### src/rtl/pwm_pkg.sv
// Shared types, defaults and helpers for the PWM compare stage.
package pwm_pkg;

  typedef enum logic [1:0] {
    OFF = 2'd0,
    ARM = 2'd1,
    RUN = 2'd2
  } state_e;

  localparam int unsigned PWM_WIDTH_DEF = 8;
  localparam int unsigned PERIOD_CNT_W  = 8;

  // True when count holds the all-ones value for a counter of the given width.
  function automatic logic is_wrap(input logic [31:0] count, input int unsigned width);
    return count == ((32'd1 << width) - 32'd1);
  endfunction

endpackage

### src/rtl/pwm_compare_stage_if.sv
// Duty-update valid/ready channel into the PWM compare stage.
interface pwm_compare_stage_if
  import pwm_pkg::*;
#(
  parameter int unsigned WIDTH = PWM_WIDTH_DEF
);
  logic             load_valid;
  logic             load_ready;
  logic [WIDTH-1:0] load_duty;

  modport master (output load_valid, output load_duty, input  load_ready);
  modport slave  (input  load_valid, input  load_duty, output load_ready);
endinterface

### src/rtl/pwm_deadband.sv
// Dead-band generator producing non-overlapping pwm/pwm_n from the raw compare.
// Present only when PWM_COMPLEMENT_EN is defined.
`ifdef PWM_COMPLEMENT_EN
module pwm_deadband #(
  parameter int unsigned DEADTIME = 2
) (
  input  logic clk,
  input  logic rst_n,
  input  logic active,
  input  logic raw,
  output logic pwm,
  output logic pwm_n
);
  localparam int unsigned RUN_W = 5;
  localparam logic [RUN_W-1:0] HOLD = RUN_W'(DEADTIME + 1);

  logic             raw_q;
  logic [RUN_W-1:0] run_q;
  logic [RUN_W-1:0] run_c;

  // Cycles raw has held its present value, including this one; saturates at HOLD.
  always_comb begin
    run_c = run_q;
    if (raw != raw_q) begin
      run_c = RUN_W'(1);
    end else if (run_q < HOLD) begin
      run_c = run_q + RUN_W'(1);
    end
  end

  always_ff @(posedge clk) begin
    if (!rst_n) begin
      raw_q <= 1'b0;
      run_q <= '0;
      pwm   <= 1'b0;
      pwm_n <= 1'b0;
    end else begin
      raw_q <= raw;
      run_q <= run_c;
      pwm   <= active &&  raw && (run_c >= HOLD);
      pwm_n <= active && !raw && (run_c >= HOLD);
    end
  end

endmodule
`endif

### src/rtl/pwm_compare_stage.sv
// PWM compare stage: double-buffered duty, run FSM, compare, period tick and count.
// Build option PWM_COMPLEMENT_EN adds pwm_n with a DEADTIME dead band.
module pwm_compare_stage
  import pwm_pkg::*;
#(
  parameter int unsigned WIDTH    = PWM_WIDTH_DEF,
  parameter int unsigned DEADTIME = 2
) (
  input  logic                    clk,
  input  logic                    rst_n,
  input  logic                    enable,
  input  logic [WIDTH-1:0]        count_in,
  pwm_compare_stage_if.slave      load_if,
  output logic                    pwm,
`ifdef PWM_COMPLEMENT_EN
  output logic                    pwm_n,
`endif
  output logic                    period_tick,
  output logic [PERIOD_CNT_W-1:0] period_cnt,
  output logic                    busy
);

  if (DEADTIME < 1 || DEADTIME > 15) begin : g_bad_deadtime
    $error("pwm_compare_stage: DEADTIME must be in 1..15");
  end

  state_e                  state_q, state_d;
  logic                    pending_q, pending_d;
  logic [WIDTH-1:0]        duty_pending_q, duty_pending_d;
  logic [WIDTH-1:0]        duty_active_q, duty_active_d;
  logic                    tick_d;
  logic [PERIOD_CNT_W-1:0] cnt_d;
  logic                    wrap_c, accept_c, run_en_c, raw_c;

  assign wrap_c   = is_wrap(32'(count_in), WIDTH);
  assign accept_c = load_if.load_valid && !pending_q;
  // Dropping enable silences the outputs at the very next edge, ahead of the state change.
  assign run_en_c = (state_q == RUN) && enable;
  assign raw_c    = run_en_c && (count_in < duty_active_q);

  assign load_if.load_ready = !pending_q;
  assign busy               = (state_q != OFF);

  // Run FSM next state.
  always_comb begin
    state_d = state_q;
    unique case (state_q)
      OFF:     if (enable) state_d = ARM;
      ARM:     if (!enable) state_d = OFF;
               else if (wrap_c) state_d = RUN;
      RUN:     if (!enable) state_d = OFF;
      default: state_d = OFF;
    endcase
  end

  // Duty shadow: accept into pending, promote to active at wrap.
  always_comb begin
    pending_d      = pending_q;
    duty_pending_d = duty_pending_q;
    duty_active_d  = duty_active_q;
    if (accept_c) begin
      duty_pending_d = load_if.load_duty;
      pending_d      = 1'b1;
    end else if (wrap_c && pending_q) begin
      duty_active_d  = duty_pending_q;
      pending_d      = 1'b0;
    end
  end

  // Period tick and count; the count holds zero whenever the FSM is headed to OFF.
  always_comb begin
    tick_d = run_en_c && wrap_c;
    cnt_d  = period_cnt + PERIOD_CNT_W'(tick_d);
    if (state_d == OFF) begin
      cnt_d = '0;
    end
  end

  always_ff @(posedge clk) begin
    if (!rst_n) begin
      state_q        <= OFF;
      pending_q      <= 1'b0;
      duty_pending_q <= '0;
      duty_active_q  <= '0;
      period_tick    <= 1'b0;
      period_cnt     <= '0;
    end else begin
      state_q        <= state_d;
      pending_q      <= pending_d;
      duty_pending_q <= duty_pending_d;
      duty_active_q  <= duty_active_d;
      period_tick    <= tick_d;
      period_cnt     <= cnt_d;
    end
  end

`ifdef PWM_COMPLEMENT_EN
  pwm_deadband #(
    .DEADTIME (DEADTIME)
  ) u_deadband (
    .clk    (clk),
    .rst_n  (rst_n),
    .active (run_en_c),
    .raw    (raw_c),
    .pwm    (pwm),
    .pwm_n  (pwm_n)
  );
`else
  always_ff @(posedge clk) begin
    if (!rst_n) begin
      pwm <= 1'b0;
    end else begin
      pwm <= raw_c;
    end
  end
`endif

endmodule

### src/flat_wrapper.sv
// flat-port wrapper written by rule: the top's interface ports become plain ports
module pwm_compare_stage_flat import pwm_pkg::*;
#(
  parameter int unsigned WIDTH    = PWM_WIDTH_DEF,
  parameter int unsigned DEADTIME = 2
)
  (clk, rst_n, enable, count_in, pwm, period_tick, period_cnt, busy, load_if_load_valid, load_if_load_duty, load_if_load_ready);
  pwm_compare_stage_if #(.WIDTH(WIDTH)) load_if_i ();
  input  logic clk;
  input  logic rst_n;
  input  logic enable;
  input  logic [WIDTH-1:0] count_in;
  output logic pwm;
  output logic period_tick;
  output logic [PERIOD_CNT_W-1:0] period_cnt;
  output logic busy;
  input wire logic [$bits(load_if_i.load_valid)-1:0] load_if_load_valid;
  input wire logic [$bits(load_if_i.load_duty)-1:0] load_if_load_duty;
  output wire logic [$bits(load_if_i.load_ready)-1:0] load_if_load_ready;
  assign load_if_i.load_valid = load_if_load_valid;
  assign load_if_i.load_duty = load_if_load_duty;
  assign load_if_load_ready = load_if_i.load_ready;
  pwm_compare_stage #(.WIDTH(WIDTH), .DEADTIME(DEADTIME)) u_core (.clk(clk), .rst_n(rst_n), .enable(enable), .count_in(count_in), .load_if(load_if_i), .pwm(pwm), .period_tick(period_tick), .period_cnt(period_cnt), .busy(busy));
endmodule
### config.mk
export PLATFORM = sky130hd
export DESIGN_NAME = pwm_compare_stage_flat
export DESIGN_NICKNAME = d
export VERILOG_FILES = /design/src/rtl/pwm_pkg.sv /design/src/rtl/pwm_compare_stage_if.sv /design/src/rtl/pwm_deadband.sv /design/src/rtl/pwm_compare_stage.sv /design/src/flat_wrapper.sv
export SDC_FILE = /design/constraint.sdc
export NUM_CORES = 1
export LEC_CHECK = 0
export ABC_AREA = 1
export BUFFER_PORTS_ARGS = -buffer_cell sky130_fd_sc_hd__buf_4
export CAP_MARGIN = 20
export CORE_MARGIN = 5
export CORE_UTILIZATION = 35
export CTS_CLUSTER_SIZE = 25
export DETAILED_ROUTE_END_ITERATION = 7
export PLACE_DENSITY_LB_ADDON = 0.25
export SYNTH_ARGS = -nofsm -noshare
export SYNTH_HDL_FRONTEND = slang
export SYNTH_SLANG_ARGS = --single-unit
### constraint.sdc
create_clock -name clk -period 2.55 [get_ports clk]
set_input_delay 0.255 -clock clk [delete_from_list [all_inputs] [get_ports clk]]
set_output_delay 0.255 -clock clk [all_outputs]
set_load 0.1 [all_outputs]
==> results, run 1 <==
- The cell family contributing the most delay on the critical path is simple AND/OR/NAND/NOR gates.
- The worst setup path is captured at a flop.
- IR analysis of the VDD net gives a maximum drop of ~0.33 mV.
- The most used flip-flop cell after synthesis is sky130_fd_sc_hd__dfxtp_1.
- The detailed-router iteration count before antenna repair is 4.
- The path class of the tightest hold or removal check is primary input to flop.
- The later-pin clock latency in the skew report is 0.27 ns.
- The via count of the first global-routing pass is 982.
- The die outline area is between 5000 and 6000 um^2.
- The synthesized design contains 29 register bits.
- The synthesized-area fraction occupied by and/or/nand/nor cells is between 20% and 30%.
- The count of nets left with antenna violations once routing finished came out at 0.
- From bottom edge to top edge, the die measures between 70 and 80 um.
- The area of the placeable core is roughly 3600 um^2.
- Final hold analysis gives a worst-case slack of around 0.21 ns.
- The total stage count of the critical path is 10.
- The multiplexer share of the synthesized area is 0%.
- The number of hold-slack violations in the final timing report is 0.
- The number of violations reported at the end of detailed-routing iteration 0 is 46.
- Row generation in the floorplan step produced 22 rows.
- The transition time at the pin with the least slew margin is 0.416 ns.
- The final weighted congestion in routability-driven placement is 0.714.
- The number of buffers and inverters on the critical path is 2.
- The setup fix buffers added after clock tree synthesis is 0.
- The total number of vias is around 1100.
- The number of enable flip-flop cells after synthesis is 0.
- Across the routed clock network, the largest skew measured is between 0.002 and 0.003 ns.
- The number of ports placed on the die boundary is 32.
- Summing the areas of all fa, ha and maj instances in the mapped netlist gives 8.58% of the synthesized area.
- The count of hold buffers inserted by post-cts repair is 0.
- The number of max-slew violations in the final report is 0.
- Headroom to the max-slew limit came out at a little over 70%.
- The cell depth of the worst min-delay path is 3.
- The mapped netlist covers 1310 um^2.
- In this run the worst path has a maximum fanout of 3.
- Setup repair after global routing left no endpoint under its margin.
- The number of buffers between clock root and the deepest sink is 2.
- The utilization after layout is between 40% and 50%.
- The setup TNS is 0 ns.
- The initial cell density of the core is between 30% and 40%.
- In this run the power density over the cells is about 550 nW/um^2.
- Entering global routing, the biggest net connects 13 pins.
- After legalization and detailed placement, the total HPWL measured a little under 2000 um.
- The type of element launching the critical path is a flop.
- The number of nets in the synthesized netlist is between 200 and 250.
- The tree is rooted in a sky130_fd_sc_hd__clkbuf_8.
- Port buffering added 31 buffers.
- The antenna cell count is 0.
- The number of sinks on the clock net is 29.
- The share of flip-flops with an asynchronous set or reset is 0%.
- The Yosys step of the flow raised 0 warnings.
- After layout, the worst path uses between 60% and 70% of the clock period.
- The routed via count divided by cell count is ~4.3.
- In this run the horizontal extent of the chip is between 70 and 80 um.
- The synthesized instance count is roughly 170.
- The largest individual stage delay along the critical path comes from the cell sky130_fd_sc_hd__dfxtp_1.
- The number of fill cells in the layout is between 300 and 400.
- The H-tree generated during clock tree synthesis spans 2 levels.
- The main combinational cell family by area after synthesis is simple AND/OR/NAND/NOR gates.
- The number of cells on the worst reg-to-reg path is 10.
- In this run, post-CTS repair resized a total of 0 instances.
- The post-synthesis xor/xnor area fraction is less than 1%.
- In the final layout, the share of cells above drive strength 1 is roughly a fifth.
- The synthesized netlist devotes ~11% of its cell area to compound gates.
- The clock transition time at the flip-flop clock pins of the worst setup and hold paths is approximately 0.06 ns.
- Relative to the synthesized area, the layout overhead comes to 27.7%.
- The mean routed wirelength per cell is ~9.8 um.
- Summed over all layers, the global routing overflow is 0.
- Setup violations remaining at the end of the flow were counted as 0.
- At the worst endpoint, the arrival time is about 1.9 ns.
- For the finished layout, the period the worst path requires is around 1.7 ns.
- On the worst path, the slowest cell contributes a delay of 0.37 ns.
- The run finished with clean final reports.
- Walking the worst path, the cells encountered are inv_1 > nor4_1 > ha_1 > ha_1 > nand2_1 > inv_1 > nand2_1 > nor2_1 > o21ai_0 > a21oi_1.
- The overall routed net length is around 2500 um.
- The number of antenna violations at the first check in global routing is 0.
- The share of the Yosys chip area taken by registers is roughly 44%.
- The number of clock buffers inserted by TritonCTS is 5.
- Max-cap violations in this run came to 0.
- After detailed routing, the number of remaining DRC violations is 0.
- The critical path required time is 2.76 ns.
- After synthesis, the netlist uses 25 different library cells.
- The type of the worst setup path is flop to flop.
- The final-stage net count is between 200 and 250.
- The first global-routing pass estimated 4280 um of wire.
- Across every metal layer, demand over resource in global routing totals 10.5%.
- The timing-limited maximum frequency is a little under 600 MHz.
- In this run the static leakage power is about 0.75 nW.
- The TritonCTS clock tree is yes.
- Averaged over all synthesized cells, the footprint is approximately 7.5 um^2.
flip-flops by register name, summed over array words and instances (netlist names):
name	cells
u_core.pending_q	1
u_core.period_cnt	8
u_core.period_tick	1
u_core.duty_active_q	8
u_core.pwm	1
u_core.duty_pending_q	8
u_core.state_q	2
final timing paths:
path,from,end,slack (ns)
worst min register to register,u_core.duty_active_q[2],u_core.duty_active_q[2],0.46
worst max-delay path,u_core.state_q[1],u_core.period_cnt[6],0.84
worst min-delay path,load_if_load_valid,u_core.pending_q,0.21
worst max register to register,u_core.state_q[1],u_core.period_cnt[6],0.84
cell usage after synthesis (2+ instances only):
cell	number	share of area [%]
sky130_fd_sc_hd__nand3_1	10	3.8
sky130_fd_sc_hd__a21oi_1	14	5.3
sky130_fd_sc_hd__inv_1	23	6.6
sky130_fd_sc_hd__nand2_1	33	9.4
sky130_fd_sc_hd__o21ai_0	11	4.2
sky130_fd_sc_hd__ha_1	9	8.6
sky130_fd_sc_hd__dfxtp_1	29	44
sky130_fd_sc_hd__nor2_1	27	7.7
sky130_fd_sc_hd__nor3_1	2	0.76
worst reg2reg max path: cells and delay by family (launching register included):
kind / cells / cell delay, ns
AND/OR/NAND/NOR: 4 / 0.50
adder cells (fa/ha/maj): 2 / 0.41
flip-flops: 1 / 0.37
AO/OA/AOI/OAI: 2 / 0.20
buffers and inverters: 2 / 0.16
per-stage QoR:
| stage | area [um^2] | setup slack, ns | power [W] | std cells |
|---|---|---|---|---|
| after detailed placement | 1600 | 0.710 | 0.000575 | 251 |
| after floorplan | 1310 | 0.501 | 0.000537 | 174 |
| after CTS | 1680 | 0.850 | 0.000930 | 259 |
| after global routing | 1680 | 0.711 | 0.000960 | 259 |
| final | 1680 | 0.839 | 0.000915 | 259 |
| after global placement | 1600 | 0.743 | 0.000574 | 251 |
logic make-up (layout without fill, tap and decap cells):
group	Yosys count	after routing
simple gates	80	80
flops	29	29
compound gates	28	28
buf+inv	27	64
fa+ha+maj	9	9
xor+xnor	1	1
power breakdown:
| part | leakage, nW | total, W | internal, W | switching, W |
|---|---|---|---|---|
| Clock | 0.0395 | 0.000351 | 0.000193 | 0.000158 |
| Combinational | 0.476 | 0.0000884 | 0.0000378 | 0.0000507 |
| Sequential | 0.236 | 0.000476 | 0.000465 | 0.0000102 |
| Total | 0.751 | 0.000915 | 0.000696 | 0.000219 |
final cells by class:
cell class / count / area (um^2) / share of cell area [%]
Tap cell: 48 / 60.1 / 3.58
Sequential cell: 29 / 581 / 34.6
Clock buffer: 8 / 80.1 / 4.78
Timing Repair Buffer: 31 / 233 / 13.9
Inverter: 25 / 98.8 / 5.90
Multi-Input combinational cell: 118 / 624 / 37.2
metal layers:
layer	global-route usage [%]	part of all wire, %
met1	14.1	50
met4	5.01	0.98
met2	14.6	43
met3	4.07	5.7
met5	0	0
layout by cell type, fill, tap and decap left out, types with 2 or more instances in the layout:
cell / synthesis / routed
sky130_fd_sc_hd__nand2_1: 33 / 33
sky130_fd_sc_hd__nor3_1: 2 / 2
sky130_fd_sc_hd__buf_4: 0 / 31
sky130_fd_sc_hd__clkbuf_8: 0 / 5
sky130_fd_sc_hd__nor2_1: 27 / 27
sky130_fd_sc_hd__a21oi_1: 14 / 14
sky130_fd_sc_hd__inv_1: 23 / 23
sky130_fd_sc_hd__o21ai_0: 11 / 11
sky130_fd_sc_hd__dfxtp_1: 29 / 29
sky130_fd_sc_hd__nand3_1: 10 / 10
sky130_fd_sc_hd__clkbuf_1: 1 / 3
sky130_fd_sc_hd__ha_1: 9 / 9
(Power assumes the default switching activity.)
==> inputs of run 2 (changes only) <==
--- a/config.mk
+++ b/config.mk
@@ -5,7 +5,7 @@
 export SDC_FILE = /design/constraint.sdc
 export NUM_CORES = 1
 export LEC_CHECK = 0
-export ABC_AREA = 1
+export ABC_AREA = 0
 export BUFFER_PORTS_ARGS = -buffer_cell sky130_fd_sc_hd__buf_4
 export CAP_MARGIN = 20
 export CORE_MARGIN = 5
==> constraint.sdc (replaced) <==
create_clock -name clk -period 1.75 [get_ports clk]
set_input_delay 0.175 -clock clk [delete_from_list [all_inputs] [get_ports clk]]
set_output_delay 0.175 -clock clk [all_outputs]
set_load 0.1 [all_outputs]
==> results, run 2 <==
- The cell depth of the worst min-delay path is 3 (unchanged).
- The timing-limited maximum frequency was 620 MHz (+6.1%).
- The die outline area is 5140 um^2 (+1.3%).
- The largest registers in the layout are u_core.duty_active_q (8), u_core.duty_pending_q (8), u_core.period_cnt (8).
- The clock transition time at the flip-flop clock pins of the worst setup and hold paths is 0.06 ns (about the same).
- The number of max-cap violations came to 0 (unchanged).
- The number of ports placed on the die boundary came to 32 (unchanged).
- The count of hold buffers inserted by post-cts repair came to 0 (unchanged).
- The critical path arrival is 1.77 ns (-0.15 ns).
- The level count of the clock H-tree is 2 (unchanged).
- The peak supply drop is 0.472 mV (+41%).
- The die extent in y is 71.7 um (+0.65%).
- The cell area after technology mapping is 1330 um^2 (+1.5%).
- The length in cells of the worst reg-to-reg path was 8 (-2).
- The worst setup slack for register-to-register paths is 0.14 ns (-0.70 ns).
- The synthesized instance count came to 140 (-20%).
- The multiplexer share of the synthesized area is 6.01% (+6.0 points).
- The routed via count divided by cell count is 4.60 (+7.1%).
- The post-synthesis sequential area ratio is 43.6% (-0.66 points).
- The via count of the first global-routing pass is 970 (-1.2%).
- The number of flip-flops and latches in the synthesized netlist is 29 (unchanged).
- The initial cell density of the core is 36.1% (about the same).
- The transition time at the pin with the least slew margin came to 0.484 ns (+0.0681 ns).
- The number of hold-slack violations in the final timing report is 0 (unchanged).
- The number of max-slew violations in the final report was 0 (unchanged).
- The area of all placed cells without fillers was 1760 um^2 (+5.1%).
- The distinct cell type count after synthesis is 34 (+36%).
- The length of routed met2 wiring is 1180 um (+8.2%).
- The chip width is 71.7 um (+0.65%).
- The worst setup path is captured at a flop.
- Yosys attributes the largest share of cell area to sky130_fd_sc_hd__dfxtp_1, sky130_fd_sc_hd__ha_1, sky130_fd_sc_hd__mux2i_1.
- The synthesized area per cell is 9.52 um^2 (+26%).
- The worst-case clock skew was 0.00233 ns (-0.000480 ns).
- The total routed wire length on the met1 layer is 1150 um (-10%).
- The final-stage net count was 205 (-14%).
- The sequential standard cell area is 587 um^2 (+1.1%).
- The flow ran to the end, and the final reports show no timing, DRC or antenna violations.
- Leaving out fill and tap cells, the most frequent cells in the layout are sky130_fd_sc_hd__buf_4, sky130_fd_sc_hd__dfxtp_1, sky130_fd_sc_hd__nand2_1.
- The post-detailed-route count of antenna-violating nets is 0 (unchanged).
- The first-pass GRT wire length is 4190 um (-2.2%).
- Tracing the worst setup path back leads to its startpoint at u_core.state_q[0].
- The met3 routed wirelength is 165 um (+14%).
- The number of synthesis warnings is 0 (unchanged).
- The area share of the leading cell type in the synthesized netlist is 43.6% (-0.66 points).
- The worst setup path is of the flop to flop kind.
- The cell row count was 22 (unchanged).
- The area fraction in compound gates after synthesis came to 11.5% (+0.11 points).
- The number of enable flip-flop cells after synthesis is 0 (unchanged).
- The detailed-router iteration count before antenna repair is 4 (unchanged).
- The standard cell area after detailed placement was 1620 um^2 (+1.4%).
- The maximum number of pins on one net before global-route repair is 28 (+15).
- The number of clock buffers inserted by TritonCTS is 5 (unchanged).
- The time the final worst path needs with I/O delays and setup is 1.61 ns (-0.0981 ns).
- Among all flip-flop cells after synthesis, the most frequent one is sky130_fd_sc_hd__dfxtp_1.
- The final weighted congestion in routability-driven placement is 0.877 (+23%).
- By area, the combinational part of the netlist is dominated by simple AND/OR/NAND/NOR gates.
- The launch point of the worst reg-to-reg path is u_core.state_q[0].
- The total number of vias is 1034 (-6.9%).
- The number of antenna violations at the first check in global routing is 0 (unchanged).
- The number of buffers between clock root and the deepest sink is 2 (unchanged).
- The root buffer cell is sky130_fd_sc_hd__clkbuf_8.
- The layout overhead on the synthesized area is 32.2%.
- The leakage power is 0.700 nW (-6.8%).
- The largest total area in the synthesized netlist belongs to sky130_fd_sc_hd__dfxtp_1.
- The worst setup path is launched from a flop.
- The global-route usage over all layers is 10.5% (+0.060 points).
- The overall routed net length was 2530 um (-0.55%).
- The total overflow reported by the global router came to 0 (unchanged).
- The number of nets in the synthesized netlist is 169 (-17%).
- The remaining design rule violation count is 0 (unchanged).
- Routed signal wires occupy layers up through met4.
- The combined area of the multi-input logic cells is 698 um^2 (+12%).
- The later-pin clock latency in the skew report is 0.27 ns (about the same).
- The total power after layout is 0.00152 W (+66%).
- The antenna cell count is 0 (unchanged).
- The power density of the placed cells is 861 nW/um^2 (+58%).
- The port buffer count is 31 (unchanged).
- The worst register-to-register path ends at u_core.period_cnt[6].
- The headroom to the max-slew limit is 67.7% (-4.5 points).
- The mean routed wirelength per cell is 11.2 um (+14%).
- The tightest min-delay check is of the primary input to flop type.
- The number of fill cells in the layout was 368 (-5.2%).
- The detailed placer's ending HPWL is 2010 um (+2.6%).
- The critical path required time was 1.91 ns (-0.85 ns).
- The post-synthesis xor/xnor area fraction came to 3.94% (+3.3 points).
- The final instance count without filler cells is 225 (-13%).
- The number of violations reported at the end of detailed-routing iteration 0 came to 39 (-15%).
- By instance count, the leading cell after synthesis is sky130_fd_sc_hd__dfxtp_1.
- The share of layout cells above drive strength 1 is 36.2% (+15 points).
- The area of the placeable core is 3690 um^2 (+1.5%).
- The maximum net fanout on the critical path is 5 (+2).
- TritonCTS built the clock tree.
- The final clock period utilization by the worst path was 92.2% (+25 points).
- The number of sinks on the clock net is 29 (unchanged).
- The share of flip-flops with an asynchronous set or reset is 0% (unchanged).
- The synthesized-area fraction occupied by and/or/nand/nor cells is 21.2% (-5.8 points).
- The library cell used most frequently in the layout, excluding fill and tap cells, is sky130_fd_sc_hd__buf_4.
- The destination of the critical timing path is u_core.period_cnt[6].
- In the synthesized netlist, the cells that appear most often are sky130_fd_sc_hd__dfxtp_1, sky130_fd_sc_hd__nand2_1, sky130_fd_sc_hd__nor2b_1.
- The placed cell count came to 216 (-14%).
- The fraction of the mapped netlist area in adder cells came to 8.45% (-0.13 points).
- The count of endpoints failing setup in the final report is 0 (unchanged).
## run 2: worst min-delay path by stage
stage	startpoint	endpoint	slack, ns
after CTS	load_if_load_duty[5]	u_core.duty_pending_q[5]	0.15
after global placement	load_if_load_duty[0]	u_core.duty_pending_q[0]	0.43
after floorplan	enable	u_core.state_q[1]	0.34
after global routing	load_if_load_duty[5]	u_core.duty_pending_q[5]	0.15
final	load_if_load_duty[5]	u_core.duty_pending_q[5]	0.16
after detailed placement	load_if_load_duty[5]	u_core.duty_pending_q[5]	0.44
## run 2: cells by family after synthesis
kind of cell,Yosys count
adder cells (fa/ha/maj),9
AND/OR/NAND/NOR,53
AO/OA/AOI/OAI,19
flip-flops,29
multiplexers,8
buffers and inverters,16
XOR/XNOR,6
## run 2: area by class of cell
type | instances | area share, %
multi-input combinational | 95 | 39.6
tap | 48 | 3.41
clock buffer | 7 | 4.90
sequential | 29 | 33.3
timing repair buffer | 35 | 14.9
clock inverter | 1 | 1.70
inverter | 10 | 2.13
## run 2: power breakdown
part           switching (W)  internal (W)
combinational      0.0000721     0.0000616
clock               0.000237      0.000463
sequential        0.00000914      0.000674
## run 2: metal layers
| metal | global-route usage [%] | vias up |
|---|---|---|
| met5 | 0 | - |
| met4 | 4.38 | 0 |
| met2 | 15.5 | 23 |
| li1 | - | 554 |
| met1 | 12.9 | 453 |
| met3 | 5.33 | 4 |
## run 2: critical path: stages (launching register included)
cell and delay [ns]:
sky130_fd_sc_hd__dfxtp_1 0.36, sky130_fd_sc_hd__nor2b_4 0.13, sky130_fd_sc_hd__and3_1 0.17, sky130_fd_sc_hd__ha_2 0.19
sky130_fd_sc_hd__ha_2 0.19, sky130_fd_sc_hd__and3_4 0.18, sky130_fd_sc_hd__nand3_1 0.08, sky130_fd_sc_hd__xor2_1 0.14
sky130_fd_sc_hd__nor2_1 0.05
## run 2: through the flow
step,hold WS [ns],setup TNS [ns],utilization (%),setup slack [ns]
3_3_place_gp,0.432,0,43.9,0.0548
5_1_grt,0.148,-0.00168,47.8,-0.00168
2_1_floorplan,0.342,0,-,0.0459
3_5_place_dp,0.444,-0.00413,43.9,-0.00413
4_1_cts,0.152,0,47.0,0.00634
6_report,0.157,0,47.8,0.137
## run 2: repair_timing
action	CTS	global route
endpoints found under the setup margin	0	2
buffers inserted	0	1
gates resized for setup	0	6
==> inputs of run 3 (changes only) <==
--- a/config.mk
+++ b/config.mk
@@ -10,6 +10,7 @@
 export CAP_MARGIN = 20
 export CORE_MARGIN = 5
 export CORE_UTILIZATION = 35
+export CTS_CLUSTER_DIAMETER = 60
 export CTS_CLUSTER_SIZE = 25
 export DETAILED_ROUTE_END_ITERATION = 7
 export PLACE_DENSITY_LB_ADDON = 0.25
==> constraint.sdc (replaced) <==
create_clock -name clk -period 1.75 [get_ports clk]
set_input_delay 0.0875 -clock clk [delete_from_list [all_inputs] [get_ports clk]]
set_output_delay 0.0875 -clock clk [all_outputs]
set_load 0.1 [all_outputs]
==> results, run 3 (synthesized netlist as in run 2, its figures left out) <==
- The power density of the placed cells is 773 nW/um^2 (-10%).
- The cell type of the slowest stage on the worst timing path is sky130_fd_sc_hd__dfxtp_2.
- The remaining design rule violation count was 0 (unchanged).
- The relative contribution of combinational cells to total power is 9.9% (+1.1 points).
- The time the final worst path needs with I/O delays and setup is 1.60 ns (-0.00962 ns).
- The mean routed wirelength per cell is 11.2 um (about the same).
- The cell row count came to 22 (unchanged).
- The timing-limited maximum frequency came to 624 MHz (+0.60%).
- The worst setup path is captured at a flop.
- The worst-case clock skew is 0.00586 ns (+0.00353 ns).
- The via count of the first global-routing pass is 1001 (+3.2%).
- The number of sinks on the clock net was 29 (unchanged).
- The global-route usage over all layers is 11.2% (+0.63 points).
- The count of endpoints failing setup in the final report came to 0 (unchanged).
- The number of max-slew violations in the final report was 0 (unchanged).
- The root buffer cell chosen for the clock tree is sky130_fd_sc_hd__clkbuf_8.
- The port buffer count is 31 (unchanged).
- The final clock period utilization by the worst path was 91.6% (-0.55 points).
- The largest registers in the layout are u_core.duty_active_q (8), u_core.duty_pending_q (8), u_core.period_cnt (8).
- The post-detailed-route count of antenna-violating nets was 0 (unchanged).
- The worst setup path is of the flop to flop kind.
- The share of layout cells above drive strength 1 was 35.8% (-0.36 points).
- The number of ports placed on the die boundary is 32 (unchanged).
- The transition time at the pin with the least slew margin is 0.474 ns (-0.0100 ns).
- Leaving out fill and tap cells, the most frequent cells in the layout are sky130_fd_sc_hd__buf_4, sky130_fd_sc_hd__dfxtp_1, sky130_fd_sc_hd__nand2_1.
- The detailed-router iteration count before antenna repair came to 4 (unchanged).
- The area of the placeable core is 3690 um^2 (unchanged).
- The highest cell delay on the worst timing path was 0.35 ns (about the same).
- The number of buffers between clock root and the deepest sink was 2 (unchanged).
- The net switching power came to 0.000324 W (+1.8%).
- The setup TNS is 0 ns (unchanged).
- The level count of the clock H-tree was 2 (unchanged).
- The number of violations reported at the end of detailed-routing iteration 0 is 40 (+2.6%).
- The leakage power was 0.681 nW (-2.7%).
- The layout overhead on the synthesized area is 29.5%.
- The path class of the lowest-slack min-delay path is primary input to flop.
- Setup repair after global routing left no endpoint under its margin.
- The critical path arrival was 1.76 ns (about the same).
- The cell-internal power is 0.00101 W (-16%).
- The headroom to the max-slew limit is 68.4% (+0.67 points).
- The most common cell after layout, fill and taps aside is sky130_fd_sc_hd__buf_4.
- The antenna cell count is 0 (unchanged).
- The maximum net fanout on the critical path is 5 (unchanged).
- The total overflow reported by the global router was 0 (unchanged).
- The clock group share of total power was 38.9% (-7.2 points).
- The number of clock buffers inserted by TritonCTS is 5 (unchanged).
- The TritonCTS clock tree is yes.
- The die extent in y was 71.7 um (unchanged).
- The placement-stage worst setup slack is 0.0200 ns (+0.0241 ns).
- The routed via count divided by cell count is 4.60 (about the same).
- The run finished with clean final reports.
- The first-pass GRT wire length is 4510 um (+7.7%).
- The share of power burned in registers is 51.2% (+6.2 points).
- The overall routed net length is 2520 um (-0.36%).
- The final worst-path setup slack is 0.147 ns (+0.00962 ns).
- The number of fill cells in the layout was 374 (+1.6%).
- The total number of vias came to 1030 (-0.39%).
- The final-stage net count is 204 (-0.49%).
- The final weighted congestion in routability-driven placement is 0.874 (-0.36%).
- The number of hold-slack violations in the final timing report came to 0 (unchanged).
- The critical path goes through nor2b_2 > and3_1 > ha_2 > ha_4 > and3_4 > nand3_1 > xor2_1 > nor2_1.
- The later-pin clock latency in the skew report is 0.27 ns (about the same).
- The peak supply drop came to 0.431 mV (-8.8%).
- The die outline area came to 5140 um^2 (unchanged).
- The worst setup path is launched from a flop.
- The critical path required time is 1.91 ns (about the same).
- The chip width is 71.7 um (unchanged).
- The number of antenna violations at the first check in global routing came to 0 (unchanged).
- The switching power share of the total is 24.3% (+3.3 points).
- The detailed placer's ending HPWL is 1950 um (-3.4%).
- The clock transition time at the flip-flop clock pins of the worst setup and hold paths is 0.06 ns (about the same).
- The number of max-cap violations is 0 (unchanged).
- The maximum number of pins on one net before global-route repair is 28 (unchanged).
- The initial cell density of the core was 36.1% (unchanged).
[run 3: cell count changes in the layout (fill, tap and decap cells not counted), sizes merged]
cell	before	now
bufinv	1	0
clkbuf	7	6
clkinv	0	2
buf	35	34
[run 3: through the flow]
stage	cells	util [%]	hold slack (ns)	power, W	instance area (um^2)
detailed placement	216	43.9	0.355	0.000831	1620
finish	224	46.8	0.0676	0.00133	1730
global route	224	46.8	0.0757	0.00139	1730
global placement	216	43.9	0.345	0.000828	1620
floorplan	140	-	0.255	0.000779	1340
CTS	224	46.1	0.0638	0.00135	1700
[run 3: layout make-up]
| class | count | area (um^2) | area share (%) |
|---|---|---|---|
| clock buffer | 6 | 72.6 | 4.21 |
| clock inverter | 2 | 10.0 | 0.580 |
| inverter | 10 | 37.5 | 2.18 |
| multi-input combinational | 95 | 703 | 40.8 |
| sequential | 29 | 587 | 34.0 |
| tap | 48 | 60.1 | 3.48 |
| timing repair buffer | 34 | 255 | 14.8 |
[run 3: final timing paths]
| kind | from | end | slack (ns) | depth (start not counted) |
|---|---|---|---|---|
| setup reg to reg | u_core.state_q[1] | u_core.period_cnt[6] | 0.15 | 8 |
| setup / recovery | u_core.state_q[1] | u_core.period_cnt[6] | 0.15 | 8 |
| hold reg to reg | u_core.state_q[1] | u_core.state_q[0] | 0.44 | 1 |
| hold / removal | load_if_load_duty[6] | u_core.duty_pending_q[6] | 0.07 | 3 |
[run 3: routing by layer]
layer	vias to the layer above	share of wire [%]	GRT usage [%]
met1	457	47	13.3
met4	0	1.8	5.43
met3	5	5.7	4.63
met2	24	46	17.2
li1	544	-	-
met5	-	0	0
[run 3: repair_timing]
action,in CTS,in global routing
resized for setup,0,6
setup endpoints to repair,0,2
hold buffers,0,0
setup buffers,0,0
[run 3: critical path, delay by kind of cell (launching register included)]
| family | cells | cell delay (ns) |
|---|---|---|
| XOR/XNOR | 1 | 0.15 |
| flip-flops | 1 | 0.35 |
| AND/OR/NAND/NOR | 5 | 0.64 |
| adder cells (fa/ha/maj) | 2 | 0.35 |
[run 3: power by group through the flow]
stage | clock network (W) | registers, W | logic (W)
after global placement | 0 | 0.000697 | 0.000131
final | 0.000519 | 0.000683 | 0.000133
after global routing | 0.000561 | 0.000685 | 0.000148
after detailed placement | 0 | 0.000697 | 0.000134
after floorplan | 0 | 0.000695 | 0.0000844
after CTS | 0.000532 | 0.000683 | 0.000134
